==> config.mk <==
export PLATFORM = sky130hd
export DESIGN_NAME = bp_be_thread_rr_scheduler
export DESIGN_NICKNAME = d
export VERILOG_FILES = /design/src/rtl/bp_be_pkg.sv /design/src/rtl/bp_be_thread_rr_pick.sv /design/src/rtl/bp_be_thread_rr_scheduler.sv
export SDC_FILE = /design/constraint.sdc
export NUM_CORES = 1
export LEC_CHECK = 0
export BUFFER_PORTS_ARGS = -buffer_cell sky130_fd_sc_hd__buf_2
export CAP_MARGIN = 20
export CORE_ASPECT_RATIO = 1.1
export CORE_MARGIN = 2
export CORE_UTILIZATION = 30
export CTS_CLUSTER_DIAMETER = 120
export DETAILED_ROUTE_END_ITERATION = 16
export HOLD_SLACK_MARGIN = 0.02
export SYNTH_ARGS = -nofsm -noshare
export SYNTH_HDL_FRONTEND = slang
export SYNTH_SLANG_ARGS = --single-unit
==> constraint.sdc <==
create_clock -name clk_i -period 5.7 [get_ports clk_i]
set_input_delay 0 -clock clk_i [delete_from_list [all_inputs] [get_ports clk_i]]
set_output_delay 0 -clock clk_i [all_outputs]
set_load 0.01 [all_outputs]
==> src/rtl/bp_be_pkg.sv <==
// Shared back-end types and helpers for the hardware thread scheduler and
// the thread-pick arbiter.
package bp_be_pkg;

  typedef enum logic [1:0] {
    e_sched_run,
    e_sched_drain,
    e_sched_idle
  } bp_be_thread_sched_state_e;

  // ID width that stays at least one bit wide for degenerate thread counts.
  function automatic int safe_clog2(input int n);
    return (n > 1) ? $clog2(n) : 1;
  endfunction

  // (a + b) mod n, valid whenever a + b < 2n; avoids a divider in hardware.
  function automatic int unsigned wrap_add(input int unsigned a,
                                           input int unsigned b,
                                           input int unsigned n);
    int unsigned s;
    s = a + b;
    return (s >= n) ? (s - n) : s;
  endfunction

endpackage

==> src/rtl/bp_be_thread_rr_pick.sv <==
// Round-robin next-ready picker: scans ready threads starting after the current
// ID, the current thread considered last. Purely combinational; reusable for FE.
module bp_be_thread_rr_pick
  import bp_be_pkg::*;
#(
  parameter int num_threads_p     = 4,
  parameter int thread_id_width_p = safe_clog2(num_threads_p)
) (
  input  logic [num_threads_p-1:0]     ready_i,
  input  logic [thread_id_width_p-1:0] cur_id_i,
  output logic [thread_id_width_p-1:0] pick_id_o,
  output logic                         pick_v_o
);

  logic [num_threads_p-1:0]     w_rot;
  logic [thread_id_width_p-1:0] w_enc;

  // Rotate so bit 0 is thread cur+1 and the top bit is the current thread.
  // NOTE: every always_comb output gets a default first so no path leaves it unassigned (no latch).
  always_comb begin
    w_rot = '0;
    for (int i = 0; i < num_threads_p; i++) begin
      w_rot[i] = ready_i[thread_id_width_p'(wrap_add(32'(cur_id_i), 32'(i + 1),
                                                     32'(num_threads_p)))];
    end
  end

  always_comb begin
    w_enc = '0;
    for (int i = num_threads_p - 1; i >= 0; i--) begin
      if (w_rot[i]) w_enc = thread_id_width_p'(i);
    end
  end

  assign pick_id_o = thread_id_width_p'(wrap_add(32'(cur_id_i), 32'(w_enc) + 32'd1,
                                                 32'(num_threads_p)));
  assign pick_v_o  = |ready_i;

endmodule

==> src/rtl/bp_be_thread_rr_scheduler.sv <==
// Hardware thread scheduler: picks the active thread on quantum expiry, block,
// not-ready or CTXT CSR write, and commits each switch after a pipeline drain.
module bp_be_thread_rr_scheduler
  import bp_be_pkg::*;
#(
  parameter int num_threads_p     = 4,
  parameter int thread_id_width_p = safe_clog2(num_threads_p),
  parameter int quantum_width_p   = 8
) (
  input  logic                         clk_i,
  input  logic                         reset_n_i,
  input  logic                         en_i,
  input  logic [quantum_width_p-1:0]   quantum_i,
  input  logic [num_threads_p-1:0]     thread_ready_i,
  input  logic                         thread_block_i,
  input  logic                         csr_write_ctxt_v_i,
  input  logic [thread_id_width_p-1:0] csr_write_ctxt_data_i,
  input  logic                         pipe_drained_i,
  output logic [thread_id_width_p-1:0] thread_id_o,
  output logic                         switch_req_o,
  output logic                         switch_v_o,
  output logic                         idle_o
);

  bp_be_thread_sched_state_e    r_state, w_state_n;
  logic [thread_id_width_p-1:0] r_thread_id, w_thread_id_n;
  logic [thread_id_width_p-1:0] r_target, w_target_n;
  logic [quantum_width_p-1:0]   r_cnt, w_cnt_n;
  logic                         r_switch_v, w_switch_v_n;

  logic [thread_id_width_p-1:0] w_pick_id, w_run_target;
  logic                         w_pick_v, w_csr_hit, w_q_expire, w_trigger;

  bp_be_thread_rr_pick #(
    .num_threads_p    (num_threads_p),
    .thread_id_width_p(thread_id_width_p)
  ) u_pick (
    .ready_i  (thread_ready_i),
    .cur_id_i (r_thread_id),
    .pick_id_o(w_pick_id),
    .pick_v_o (w_pick_v)
  );

  // Out-of-range CSR IDs are dropped; '>=' keeps a shrunken quantum from wrapping cnt.
  assign w_csr_hit    = csr_write_ctxt_v_i &&
                        (32'(csr_write_ctxt_data_i) < 32'(num_threads_p));
  assign w_q_expire   = (quantum_i != '0) && (r_cnt >= quantum_i - quantum_width_p'(1));
  assign w_trigger    = w_csr_hit ||
                        (en_i && (thread_block_i || !thread_ready_i[r_thread_id] || w_q_expire));
  assign w_run_target = w_csr_hit ? csr_write_ctxt_data_i : w_pick_id;

  always_comb begin
    w_state_n     = r_state;
    w_thread_id_n = r_thread_id;
    w_target_n    = r_target;
    w_cnt_n       = r_cnt;
    w_switch_v_n  = 1'b0;
    unique case (r_state)
      e_sched_run: begin
        if (w_trigger) begin
          if (!w_csr_hit && !w_pick_v) begin
            w_state_n = e_sched_idle;
          end else if (w_run_target == r_thread_id) begin
            w_cnt_n = '0;
          end else begin
            w_target_n = w_run_target;
            w_state_n  = e_sched_drain;
          end
        end else if (en_i && (quantum_i != '0)) begin
          w_cnt_n = r_cnt + quantum_width_p'(1);
        end
      end
      e_sched_drain: begin
        if (w_csr_hit) w_target_n = csr_write_ctxt_data_i;
        if (pipe_drained_i) begin
          w_thread_id_n = w_target_n;
          w_cnt_n       = '0;
          w_switch_v_n  = 1'b1;
          w_state_n     = e_sched_run;
        end
      end
      e_sched_idle: begin
        if (w_csr_hit) begin
          w_target_n = csr_write_ctxt_data_i;
          w_state_n  = e_sched_drain;
        end else if (w_pick_v) begin
          w_target_n = w_pick_id;
          w_state_n  = e_sched_drain;
        end
      end
      default: w_state_n = e_sched_run;
    endcase
  end

  // NOTE: sequential state uses non-blocking assignments so every register samples pre-edge values.
  always_ff @(posedge clk_i or negedge reset_n_i) begin
    if (!reset_n_i) begin
      r_state     <= e_sched_run;
      r_thread_id <= '0;
      r_target    <= '0;
      r_cnt       <= '0;
      r_switch_v  <= 1'b0;
    end else begin
      r_state     <= w_state_n;
      r_thread_id <= w_thread_id_n;
      r_target    <= w_target_n;
      r_cnt       <= w_cnt_n;
      r_switch_v  <= w_switch_v_n;
    end
  end

  assign thread_id_o  = r_thread_id;
  assign switch_req_o = (r_state == e_sched_drain);
  assign switch_v_o   = r_switch_v;
  assign idle_o       = (r_state == e_sched_idle);

endmodule

==> impl_metrics.csv, run 1 <==
group,metric,value,unit
status,status,"complete, no violations",
grt,grt_pass1_wl,6.32,mm
timing,rsz0062_at_grt,"false",
synth,ys_warn_count,0,
synth,synth.avg_cell_area,8.08,µm²
setup_path,critical_path.most_common_cell,"o21ai_0",
floorplanning,dieArea,5870,µm²
clocking,cts.clk_slew.worst_paths,0.06,ns
detailed_routing,drcViolationCount,0,
setup_path,slowest_stage,"dfrtp_1",
synth,ys_types,52,
synth,synth_edf_count,0,
timing,whs,0.0408,ns
floorplanning,core,5030,µm²
detailed_routing,vias,1488,
detailed_routing,top_layer,"met4",
timing,finalCritPeriodShare,49.0,%
clocking,clock_path_buffers,2,
grt,grt_pass1_vias,1365,
placed_design,globalplace.congestion,0.834,
timing,tns,0,ns
timing,worst_pin_slew,0.664,ns
placed_design,io_buffers,24,
setup_path,critPathMaxStageDelay,0.49,ns
grt,track_usage,13.3,%
final_layout,nFillCells,551,
synth,syn_nets,227,
timing,setup_violations,0,
clocking,cts_htree_levels,1,
setup_path,cp_max_fo,10,
clocking,root_buffer,"clkbuf_8",
setup_path,required,5.82,ns
synth,synth-seq-cells,15,
final_layout,drive_gt1_share,19.9,%
detailed_routing,wl_per_cell,13.0,µm
clocking,cts_resized,0,
final_layout,layout_common_cells,"buf_2 (24), inv_1 (19), nand2_1 (16)",
timing,fin_skew,0.00272,ns
synth,synth_cells,196,
detailed_routing,met3WireLength,180,µm
timing,hold_viol_final,0,
clocking,clk_latency,0.25,ns
floorplanning,num_rows,27,
final_layout,areaGrowthSynthToFinish,13.0,%
synth,ys_seq_area_share,23.7,%
detailed_routing,drt_wl_total,3.56,mm
detailed_routing,wl_met2,1.73,mm
power_and_ir_drop,p_total,0.601,mW
hold_path,hp-class,"in -> reg",
clocking,cts_tree,"built",
clocking,cts_made_buffers,3,
setup_path,critical_path_class,"reg -> reg",
detailed_routing,drtPass1Iterations,4,
synth,ys.flop_type,"dfrtp_1",
detailed_routing,wl_met1,1.64,mm
final_layout,fin_nets,248,
final_layout,final_common_cell,"buf_2",
setup_path,cp-start-kind,"flop",
grt,antenna_found_initial,0,
setup_path,crit_arrival,2.91,ns
power_and_ir_drop,power_density,336,nW/µm²
timing,fmax,358,MHz
run,maxCapViolCount,0,
grt,grt_max_degree,16,
clocking,cts_sinks,15,
detailed_routing,first_iter_violations,41,
power_and_ir_drop,total_leakage_power,0.772,nW
floorplanning,die-height,80.2,µm
setup_path,crit_chain,"inv_1, nand2_1, a21oi_1, nor2_1, a211o_1, o21ai_0, ha_1, xnor2_1, nor3b_1, mux2i_1, o2111ai_2, o21ai_0",
setup_path,crit_path_end_kind,"flop",
timing,min_period,2.79,ns
floorplanning,floorplan.initialDensity,31.4,%
synth,async_flop_share,100,%
floorplanning,die_x,73.3,µm
detailed_routing,avgViaCountPerCell,5.43,
placed_design,post-dp-hpwl,2.78,mm
timing,slew_headroom,55.6,%
floorplanning,ios,25,
timing,drv_slew,0,
grt,gr-total-overflow,0,
final_layout,antenna_cells,0,
detailed_routing,detail-route-antenna-nets,0,
power_and_ir_drop,vdd_drop_max,149,µV
synth,syn_area,1580,µm²
-- cell families (layout without fill, tap and decap cells) --
kind of cell             Yosys count  count (layout)  share of synthesized area (%)
AND/OR/NAND/NOR                   67              67                           21.7
flip-flops                        15              15                           23.7
multiplexers                       6               6                           4.03
XOR/XNOR                          10              10                           5.53
buffers and inverters             28              48                           7.11
AO/OA/AOI/OAI                     59              59                           29.3
adder cells (fa/ha/maj)           11              11                           8.70
-- through the flow --
stage	std cells	worst slack, ns	instance area (µm²)	util [%]
3_3_place_gp	269	2.95	1730	34.5
4_1_cts	274	2.89	1790	35.5
2_1_floorplan	196	3.13	1580	-
3_5_place_dp	269	2.87	1730	34.5
6_report	274	2.91	1790	35.5
5_1_grt	274	2.60	1790	35.5
-- path summary, 6_finish.rpt --
check	from	endpoint	slack, ns	cells after the start
max	thread_id_o[1]	r_cnt[3]	2.91	12
min	pipe_drained_i	switch_v_o	0.04	3
max reg2reg	thread_id_o[1]	r_cnt[3]	2.91	12
min reg2reg	r_target[1]	r_target[1]	0.50	1
max in group asynchronous	reset_n_i	r_state[0]	5.25	2
min in group asynchronous	reset_n_i	r_cnt[6]	0.19	2
-- final cells by class --
type	instances	area (µm²)	area share [%]
Multi-Input combinational cell	153	1090	61.2
Sequential cell	15	375	21.0
Timing Repair Buffer	25	130	7.27
Tap cell	58	72.6	4.06
Inverter	19	71.3	3.99
Clock buffer	4	45.0	2.52
-- where the power goes --
part	internal (mW)	switching, mW
Clock	0.0495	0.0372
Combinational	0.149	0.182
Sequential	0.135	0.0488
-- routing by layer --
layer,vias up,global-route usage [%]
met5,-,0
met4,0,2.04
met3,2,3.51
met2,44,23.3
met1,694,16.4
li1,748,-
-- worst max-delay path: cells and delay by family (launching register included) --
family          cells  cell delay, ns
compound gates      5            1.03
flops               1            0.49
simple gates        3            0.40
fa+ha+maj           1            0.27
mux                 1            0.17
buf+inv             1            0.16
xor+xnor            1            0.15
-- cell usage after synthesis (4+ instances only) --
master	count	area, µm²
ha_1	11	138
xnor2_1	9	78.8
o211ai_1	5	37.5
a21oi_1	7	35.0
or2_2	4	25.0
o21ai_1	4	20.0
nor2b_1	4	25.0
clkbuf_1	5	18.8
nand3_1	6	30.0
dfrtp_1	15	375
nand2_1	16	60.1
nor3b_1	6	45.0
inv_1	19	71.3
nor3_1	6	30.0
nor2_1	14	52.6
o21ai_0	8	40.0
-- timing repair --
| action | CTS | global route |
|---|---|---|
| hold buffers | 1 | 0 |
| hold endpoints to repair | 15 | 0 |
| setup buffers | 0 | 0 |
-- sequential cells by signal (all words and copies together) (netlist names) --
| name | cells |
|---|---|
| r_state | 2 |
| r_cnt | 8 |
| r_target | 2 |
| switch_v_o | 1 |
| thread_id_o | 2 |
No activity file was read; power rests on OpenSTA's default activity.
==> run 2: changes to the inputs <==
==> constraint.sdc (replaced) <==
create_clock -name clk_i -period 2.5 [get_ports clk_i]
set_input_delay 0 -clock clk_i [delete_from_list [all_inputs] [get_ports clk_i]]
set_output_delay 0 -clock clk_i [all_outputs]
set_load 0.01 [all_outputs]
==> impl_metrics.csv, run 2 (same netlist as run 1, synthesis figures left out) <==
group,metric,value,unit
grt,top_usage_layer,"met2",
floorplanning,num_rows,27,
setup_path,cp_max_fo,8,
grt,track_usage,13.4,%
final_layout,layout_common_cells,"buf_2 (24), buf_4 (22), inv_1 (18)",
power_and_ir_drop,total_leakage_power,0.888,nW
grt,met3_usage,3.14,%
final_layout,largest_reg_flops,8,
detailed_routing,avgViaCountPerCell,5.19,
setup_path,crit_buf_inv,1,
final_layout,regMostFlops,"r_cnt",
clocking,cts.clk_slew.worst_paths,0.06,ns
timing,rsz0062_at_grt,"true",
timing,setup_violations,0,
timing,fin_ws,0.0805,ns
final_layout,final_common_cell,"buf_2",
power_and_ir_drop,power_density,795,nW/µm²
setup_path,cp-start-kind,"flop",
placed_design,post-dp-hpwl,3.01,mm
setup_path,required,2.66,ns
timing,fin_skew,0.00337,ns
grt,gr-total-overflow,0,
final_layout,nFillCells,511,
clocking,root_buffer,"clkbuf_8",
setup_path,slowest_stage,"dfrtp_1",
status,status,"complete, no violations",
timing,drv_slew,0,
floorplanning,die_x,73.3,µm
detailed_routing,drt_wl_total,3.76,mm
clocking,cts_htree_levels,1,
hold_path,hp-class,"in -> reg",
final_layout,fin_cells,296,
setup_path,crit_chain,"inv_4, nand2_4, a21oi_2, nor2_1, a211o_1, o21ai_1, ha_1, xnor2_2, nor3b_2, mux2i_2, o2111ai_4, o211ai_1",
setup_path,critPathTopFamily,"compound AO/OA/AOI/OAI gates",
grt,gr-usage-met1,16.3,%
placed_design,dpl_worst_slack,-0.144,ns
timing,hold_viol_final,0,
grt,grt_max_degree,16,
grt,grt_pass1_vias,1477,
clocking,clk_latency,0.25,ns
clocking,cts_tree,"built",
placed_design,io_buffers,24,
final_layout,areaGrowthSynthToFinish,27.0,%
final_layout,antenna_cells,0,
power_and_ir_drop,p_total,1.60,mW
clocking,cts_sinks,15,
timing,finalCritPeriodShare,96.8,%
setup_path,critical_path_class,"reg -> reg",
detailed_routing,drcViolationCount,0,
final_layout,drive_gt1_share,31.5,%
setup_path,critPathMaxStageDelay,0.41,ns
grt,grt_pass1_wl,6.41,mm
detailed_routing,drtPass1Iterations,4,
floorplanning,dieArea,5870,µm²
placed_design,globalplace.congestion,0.830,
power_and_ir_drop,vdd_drop_max,389,µV
grt,antenna_found_initial,0,
detailed_routing,wl_per_cell,12.7,µm
run,maxCapViolCount,0,
grt,use_met2,24.8,%
placed_design,post_dp_cell_area,1890,µm²
floorplanning,core,5030,µm²
timing,fmax,413,MHz
timing,worst_pin_slew,0.499,ns
clocking,cts_made_buffers,3,
detailed_routing,vias,1536,
timing,min_period,2.42,ns
timing,slew_headroom,66.4,%
timing,tns,0,ns
detailed_routing,detail-route-antenna-nets,0,
final_layout,fin_nets,270,
clocking,clock_path_buffers,2,
placed_design,dp.cells,289,
detailed_routing,first_iter_violations,46,
setup_path,crit_arrival,2.58,ns
final_layout,postLayoutCellArea,2010,µm²
floorplanning,die-height,80.2,µm
floorplanning,floorplan.initialDensity,31.4,%
setup_path,crit_path_end_kind,"flop",
floorplanning,ios,25,
## run 2: cell count changes in the layout (fill, tap and decap cells not counted), sizes merged
| cell | before | now |
|---|---|---|
| buf | 24 | 46 |
| clkinv | 0 | 1 |
| clkbuf | 4 | 3 |
## run 2: layout make-up
cell class                 count  area, µm²  area share [%]
clock buffer                   3       41.3            2.05
clock inverter                 1       5.00           0.249
inverter                      19       73.8            3.67
multi-input combinational    153       1150            57.1
sequential                    15        375            18.7
tap                           58       72.6            3.61
timing repair buffer          47        295            14.7
## run 2: stage by stage
| step | utilization (%) | hold slack (ns) |
|---|---|---|
| 6_report | 39.9 | 0.0411 |
| 5_1_grt | 39.9 | 0.0762 |
| 4_1_cts | 39.3 | 0.0349 |
| 3_5_place_dp | 37.6 | -0.0708 |
| 3_3_place_gp | 37.6 | -0.0702 |
| 2_1_floorplan | - | -0.296 |
## run 2: worst reg2reg max path: stages (launching register included)
cell       delay (ns)
dfrtp_1          0.41
inv_4            0.08
nand2_4          0.05
a21oi_2          0.13
nor2_1           0.05
a211o_1          0.22
o21ai_1          0.08
ha_1             0.28
xnor2_2          0.22
nor3b_2          0.08
mux2i_2          0.26
o2111ai_4        0.25
o211ai_1         0.24
## run 2: final timing paths
path	startpoint	endpoint	slack, ns	cells after the start
max in group asynchronous	reset_n_i	r_cnt[4]	2.05	2
min reg2reg	r_target[1]	r_target[1]	0.49	1
max reg2reg	thread_id_o[1]	r_cnt[5]	0.08	12
min	pipe_drained_i	switch_v_o	0.04	3
max	thread_id_o[1]	r_cnt[5]	0.08	12
min in group asynchronous	reset_n_i	switch_v_o	0.19	2
## run 2: where the power goes
part	switching, mW	total (mW)	internal [mW]
Clock	0.0882	0.199	0.110
Combinational	0.531	1.02	0.488
Sequential	0.0720	0.380	0.308
## run 2: layer usage
metal	wire length, µm	share of wire (%)
met5	0	0
met4	7	0.19
met3	117	3.1
met2	1910	51
met1	1730	46
## run 2: what timing repair did
item,in CTS,in global routing
setup endpoints to repair,8,10
resized for setup,6,3
endpoints found under the hold margin,15,0
pin swaps,1,11
setup buffers,0,2
hold buffers,1,0
cloned,0,0
